`config.mk`:
```
export PLATFORM = sky130hd
export DESIGN_NAME = relay_credit_source
export DESIGN_NICKNAME = d
export VERILOG_FILES = /design/src/rtl/relay_credit_source.sv
export SDC_FILE = /design/constraint.sdc
export NUM_CORES = 1
export LEC_CHECK = 0
export ABC_CLOCK_PERIOD_IN_PS = 5700
export CAP_MARGIN = 20
export CORE_ASPECT_RATIO = 1.25
export CORE_MARGIN = 8
export CORE_UTILIZATION = 40
export CTS_CLUSTER_DIAMETER = 50
export DETAILED_ROUTE_END_ITERATION = 10
export GPL_ROUTABILITY_DRIVEN = 0
export PLACE_DENSITY = 0.74
export RECOVER_POWER = 100
export SYNTH_ARGS = -nofsm -noshare
export SYNTH_HDL_FRONTEND = slang
export SYNTH_SLANG_ARGS = --single-unit
```
`constraint.sdc`:
```
create_clock -name clk -period 5.7 [get_ports clk]
set_input_delay 0.855 -clock clk [delete_from_list [all_inputs] [get_ports clk]]
set_output_delay 0.855 -clock clk [all_outputs]
set_load 0.1 [all_outputs]
```
`src/rtl/relay_credit_source.sv`:
```
`timescale 1ns/1ps
// Credit-based stream link transmitter: FWFT pop, registered forward and credit-return pipes.
// Define RELAY_CREDIT_SOURCE_CHECK_EN to build the sticky credit-overflow flag (err).
module relay_credit_source #(
  parameter int unsigned DATA_WIDTH   = 32,
  parameter int unsigned CREDITS      = 8,
  parameter int unsigned LEVEL        = 2,
  parameter int unsigned RET_LEVEL    = 2,
  parameter int unsigned CREDIT_WIDTH = $clog2(CREDITS + 1)
) (
  input  logic                    clk,
  input  logic                    reset,
  input  logic                    if_empty_n,
  output logic                    if_read,
  input  logic [DATA_WIDTH-1:0]   if_dout,
  output logic                    out_valid,
  output logic [DATA_WIDTH-1:0]   out_data,
  input  logic                    credit_in,
  output logic [CREDIT_WIDTH-1:0] credit_avail,
  output logic [CREDIT_WIDTH-1:0] in_flight,
  output logic                    err
);
  localparam logic [CREDIT_WIDTH-1:0] CredMax = CREDIT_WIDTH'(CREDITS);

  logic [CREDIT_WIDTH-1:0] r_cred;
  logic                    w_send;
  logic                    w_ret;
  logic                    w_full;
  logic [LEVEL-1:0]        r_vld;
  logic [DATA_WIDTH-1:0]   r_data [LEVEL];

  // A credit returning in a cred==0 cycle is only usable from the next cycle.
  assign w_send  = if_empty_n & (r_cred != '0) & ~reset;
  assign w_full  = (r_cred == CredMax);
  assign if_read = w_send;

  always_ff @(posedge clk) begin
    if (reset) begin
      r_vld <= '0;
    end else begin
      r_vld[0] <= w_send;
      for (int k = 1; k < LEVEL; k++) r_vld[k] <= r_vld[k-1];
    end
  end

  // Payload shifts unconditionally; only the valid bits qualify it.
  always_ff @(posedge clk) begin
    r_data[0] <= if_dout;
    for (int k = 1; k < LEVEL; k++) r_data[k] <= r_data[k-1];
  end

  generate
    if (RET_LEVEL == 0) begin : g_ret_direct
      assign w_ret = credit_in;
    end else begin : g_ret_pipe
      logic [RET_LEVEL-1:0] r_ret;
      always_ff @(posedge clk) begin
        if (reset) begin
          r_ret <= '0;
        end else begin
          r_ret[0] <= credit_in;
          for (int k = 1; k < RET_LEVEL; k++) r_ret[k] <= r_ret[k-1];
        end
      end
      assign w_ret = r_ret[RET_LEVEL-1];
    end
  endgenerate

  // Saturate at CREDITS: a surplus return is dropped rather than wrapping the counter.
  always_ff @(posedge clk) begin
    if (reset) begin
      r_cred <= CredMax;
    end else if (w_send && !w_ret) begin
      r_cred <= r_cred - CREDIT_WIDTH'(1);
    end else if (w_ret && !w_send && !w_full) begin
      r_cred <= r_cred + CREDIT_WIDTH'(1);
    end
  end

  assign out_valid    = r_vld[LEVEL-1];
  assign out_data     = r_data[LEVEL-1];
  assign credit_avail = r_cred;
  assign in_flight    = CredMax - r_cred;

`ifdef RELAY_CREDIT_SOURCE_CHECK_EN
  logic w_overflow;
  logic r_err;

  assign w_overflow = w_ret & ~w_send & w_full & ~reset;

  always_ff @(posedge clk) begin
    if (reset) begin
      r_err <= 1'b0;
    end else if (w_overflow) begin
      r_err <= 1'b1;
    end
  end

`ifndef SYNTHESIS
  always_ff @(posedge clk) begin
    if (w_overflow) $error("relay_credit_source: credit return with counter already full");
  end
`endif

  assign err = r_err;
`else
  assign err = 1'b0;
`endif

endmodule

```
* Word level (Yosys, flattened, before mapping) *
Memory sizes are Yosys's and may differ from the RTL's.
Cells that the tools add are included.

word-level totals
  bits in registers = 8
  bits in latches = 0
  RAM bits = 64
  ROM bits = 0
  input bits = 36
  output and inout port bits = 43
  logic and storage cells = 21
  memories kept = 1

operators by class
  add/sub/neg operators = 3
  multipliers = 0
  divide/modulo/power cells = 0
  order comparisons = 0
  equality and inequality tests = 1
  shift-type cells = 0
  mux-type cells = 2
  bitwise operators = 3
  reductions and logical operators = 8

memories
  memory  words  width  rd ports  clocked after memory_dff  write ports  line  text
  r_data  2      32     2         0                         2            30    logic [DATA_WIDTH-1:0] r_data [LEVEL];

operators with widths
  cell                                              number
  2-to-1 mux 4 bit                                  2
  adder 4 x 1 -> 4 bit, second input constant       1
  == test 4 bit, second input constant              1
  nonzero test 4 bit                                1
  subtractor 4 x 1 -> 4 bit, second input constant  1
  subtractor 4 bit, first input constant            1
  logical AND 1 bit                                 3
  logical NOT 1 bit                                 3
  AND 1 bit                                         2
  nonzero test 2 bit                                1
  NOT 1 bit                                         1

* Longest topological paths before layout *
  word-level depth = 8
  mapped depth = 9

* Worst setup path after synthesis *
Ideal clock, no wire load.

  path type = register to output
  from = reg r_cred[0], in the netlist credit_avail[0]
  to = out if_read
  arrival = 2.998 ns
  data required time = 4.845 ns
  path slack = 1.847 ns
  cell stages (with the launch flop) = 5
  path buffers = 0
  cell sequence = dfxtp_1 inv_1 ha_1 nor3b_2 nor2b_1

on the way
  cells in the longest elaborated chain, start to end = 3

ends and longest elaborated chain
  what                     line  text
  start, declared          25    logic [CREDIT_WIDTH-1:0] r_cred;
  start signal, assigned   72    r_cred <= CredMax;
  start signal, assigned   74    r_cred <= r_cred - CREDIT_WIDTH'(1);
  start signal, assigned   76    r_cred <= r_cred + CREDIT_WIDTH'(1);
  nonzero test 4 bit       33    assign w_send = if_empty_n & (r_cred != '0) & ~reset;
  AND 1 bit (2 in series)  33
  end, declared            14    output logic if_read,

Every way passes these cells.

* Worst setup path in the final report *
  from = in reset
  to = out if_read

on the way
  cells in the longest elaborated chain, start to end = 2

ends and longest elaborated chain
  what             line  text
  start, declared  12    input logic reset,
  NOT 1 bit        33
  AND 1 bit        33

Every way passes these cells.

==> results.toml <==
[power]
power_density_nw_per_um2 = 400
ir_drop_v = 0.000195
switching_share_pct = 32.8
seqPwrFrac_pct = 49.0
p_int_mw = 0.741
p_comb_share_pct = 20.8
power_switching_mw = 0.361
pwr-share-clk_pct = 30.2
power.leakage_nw = 1.13

[floorplanning]
io_pins = 79
core-area_um2 = 4970
initial_utilization_pct = 40.4
fp.dieW_um = 79.4
die_area_um2 = 7560
die_h_um = 95.2
fp-row-count = 29

[final_layout]
syn_to_final_growth_pct = 36.9
drive_gt1_share_pct = 9.66
design_area_um2 = 2750
antenna_cells = 0
fin_nets = 240
fillers = 430

[synth]
yosysWarnings = 0
synthAdderAreaFrac_pct = 1.25
syn_area_per_cell_um2 = 13.5
synth_top_family_by_area = "buffers and inverters"
synthesis.nets = 187
seq_area_frac_synth_pct = 71.7
synth_compound_area_share_pct = 3.30
synthCells = 149
synth_mux_area_share_pct = 1.06
yosysUniqueCellTypes = 27
synth-xor-area-share_pct = 1.74
synth_area_um2 = 2010
synth-simple-area-share_pct = 7.29
synth_seq_cells = 72

[cts]
clock-sinks = 72
numCtsBuffers = 9
ctsHoldBuffers = 0
clk_path_buf_depth = 2
clock_latency_ns = 0.32
clockRootBuffer = "clkbuf_8"
cts_setup_buffers = 0
cts_tree = "done"
clkTransAtPathRegs_ns = 0.07
htreeDepth = 3
cts_resized = 0

[grt]
grt_overflow = 0
grt_max_degree = 14
antenna_found_initial = 0
grt_pass1_wl_mm = 5.10
grt_pass1_vias = 1090
track_usage_pct = 9.20

[timing]
setup_viol = 0
finalMaxSlewViolations = 0
period_minus_slack_ns = 4.09
hold_viol_final = 0
fin_tns_setup_ns = 0
fin_ws_ns = 1.61
grt_setup_unrepaired = "no"
finClkSkew_ns = 0.00498
max_slew_margin_pct = 32.9
tightestPinTransition_ns = 1.00
fin_crit_sh_pct = 71.7
max_freq_ghz = 0.245
fin_hold_ws_ns = 0.328

[routing]
drt_iter0_drc = 25
totalWireLength_mm = 3.36
routed-via-count = 1088
drc = 0
drt_first_pass_iters = 4
postRouteAntennaNets = 0
drt-wirelength-per-cell_um = 12.5
viasPerCell = 4.04

[worst_setup_path]
cp_data_required_time_ns = 4.85
critical_path_class = "input pin to output pin"
slowest_stage = "dlygate4sd3_1"
arrival_ns = 3.23
slowest_delay_ns = 1.21
cp_max_fo = 11
start_kind = "input pin"
critPathCaptureType = "output pin"
crit_path_cell_trace = "dlygate4sd3_1, nor2b_1, nor2b_1, dlygate4sd3_1"

[placed_design]
post-place-ws_ns = 1.82
place.port_buffers = 77
place_area_um2 = 2590
dpl.hpwl_mm = 2.67

[hold_path]
hold_class = "flop to flop"

[outcome]
outcome = "finished, final reports clean"

[job]
cap_violations = 0
layout by cell type (no fill, tap or decap), types with 2 or more instances in the layout:
master            n
a211oi_1          2
a21oi_1           2
clkbuf_8          9
clkdlybuf4s50_1   2
clkinv_2          3
clkinvlp_4        2
dfxtp_1          72
dlygate4sd3_1    75
ha_1              2
inv_1             2
nand3_1           3
nor2_1            3
nor2b_1           7
o21ai_1           2
or3b_1            2
xnor2_1           2
xor2_1            2
worst max-delay path: cells and delay by family:
family                 cells  cell delay (ns)
buffers and inverters      2             1.88
AND/OR/NAND/NOR            2             0.48
synthesized netlist by cell type (all sizes together):
master  instances  area share, %
o22a            1           0.50
nor2b           7            2.3
o21ai           3           0.75
a211oi          2            1.2
xor2            2           0.87
ha              2            1.2
or3b            2            1.0
or4             1           0.37
and2b           1           0.44
nand3           3           0.75
inv             2           0.37
xnor2           2           0.87
nand4           1           0.31
mux2i           1           0.50
buf            35             13
nor3            1           0.25
nor3b           1           0.62
dfxtp          72             72
o22ai           1           0.31
a21oi           2           0.50
conb            1           0.19
and3            1           0.37
nand2b          1           0.31
nor2            3           0.56
mux2            1           0.56
layout make-up:
class | instances | area, µm² | share of cell area [%]
flip-flops and latches | 72 | 1440 | 52.4
repair buffers | 77 | 771 | 28.0
multi-input cells | 40 | 283 | 10.3
clock buffers | 9 | 124 | 4.50
well taps | 62 | 77.6 | 2.82
clock inverters | 7 | 47.5 | 1.73
inverters | 2 | 7.51 | 0.273
power groups by stage:
stage,logic [mW],registers [mW],clock network (mW)
after CTS,0.245,0.541,0.352
after global placement,0.243,0.551,0
final,0.230,0.540,0.332
after global routing,0.237,0.543,0.375
after floorplan,0.178,0.568,0
after detailed placement,0.244,0.553,0
state kept, by name, summed over array words and instances, names as in the netlist:
register          flops
r_vld                 2
g_ret_pipe.r_ret      2
r_data               64
credit_avail          4
layer usage:
metal	global-route usage (%)	up-vias	share of wire [%]
li1	-	550	-
met1	8.00	483	36
met2	15.9	51	52
met3	5.57	4	11
met4	5.57	0	1.1
met5	0	-	0
metrics by stage:
stage	instances	power [mW]	utilization (%)
after floorplan	149	0.746	-
after global placement	253	0.794	52.2
after detailed placement	253	0.797	52.2
after CTS	269	1.14	55.7
after global routing	269	1.15	55.3
final	269	1.10	55.3
worst paths after layout:
path / startpoint / slack (ns) / to / cells past startpoint
max: reset / 1.61 / if_read / 4
min: r_data[0][6] / 0.33 / r_data[0][38] / 0
max reg2reg: credit_avail[0] / 3.02 / credit_avail[2] / 9
min reg2reg: r_data[0][6] / 0.33 / r_data[0][38] / 0
cell families (layout without fill, tap and decap cells):
family          count (synthesis)  after routing
mux                             2              2
other cells                     1              1
simple gates                   22             22
compound gates                  9              9
flops                          72             72
buf+inv                        37             95
fa+ha+maj                       2              2
xor+xnor                        4              4
Note: power is estimated with default switching activity, not from simulation.
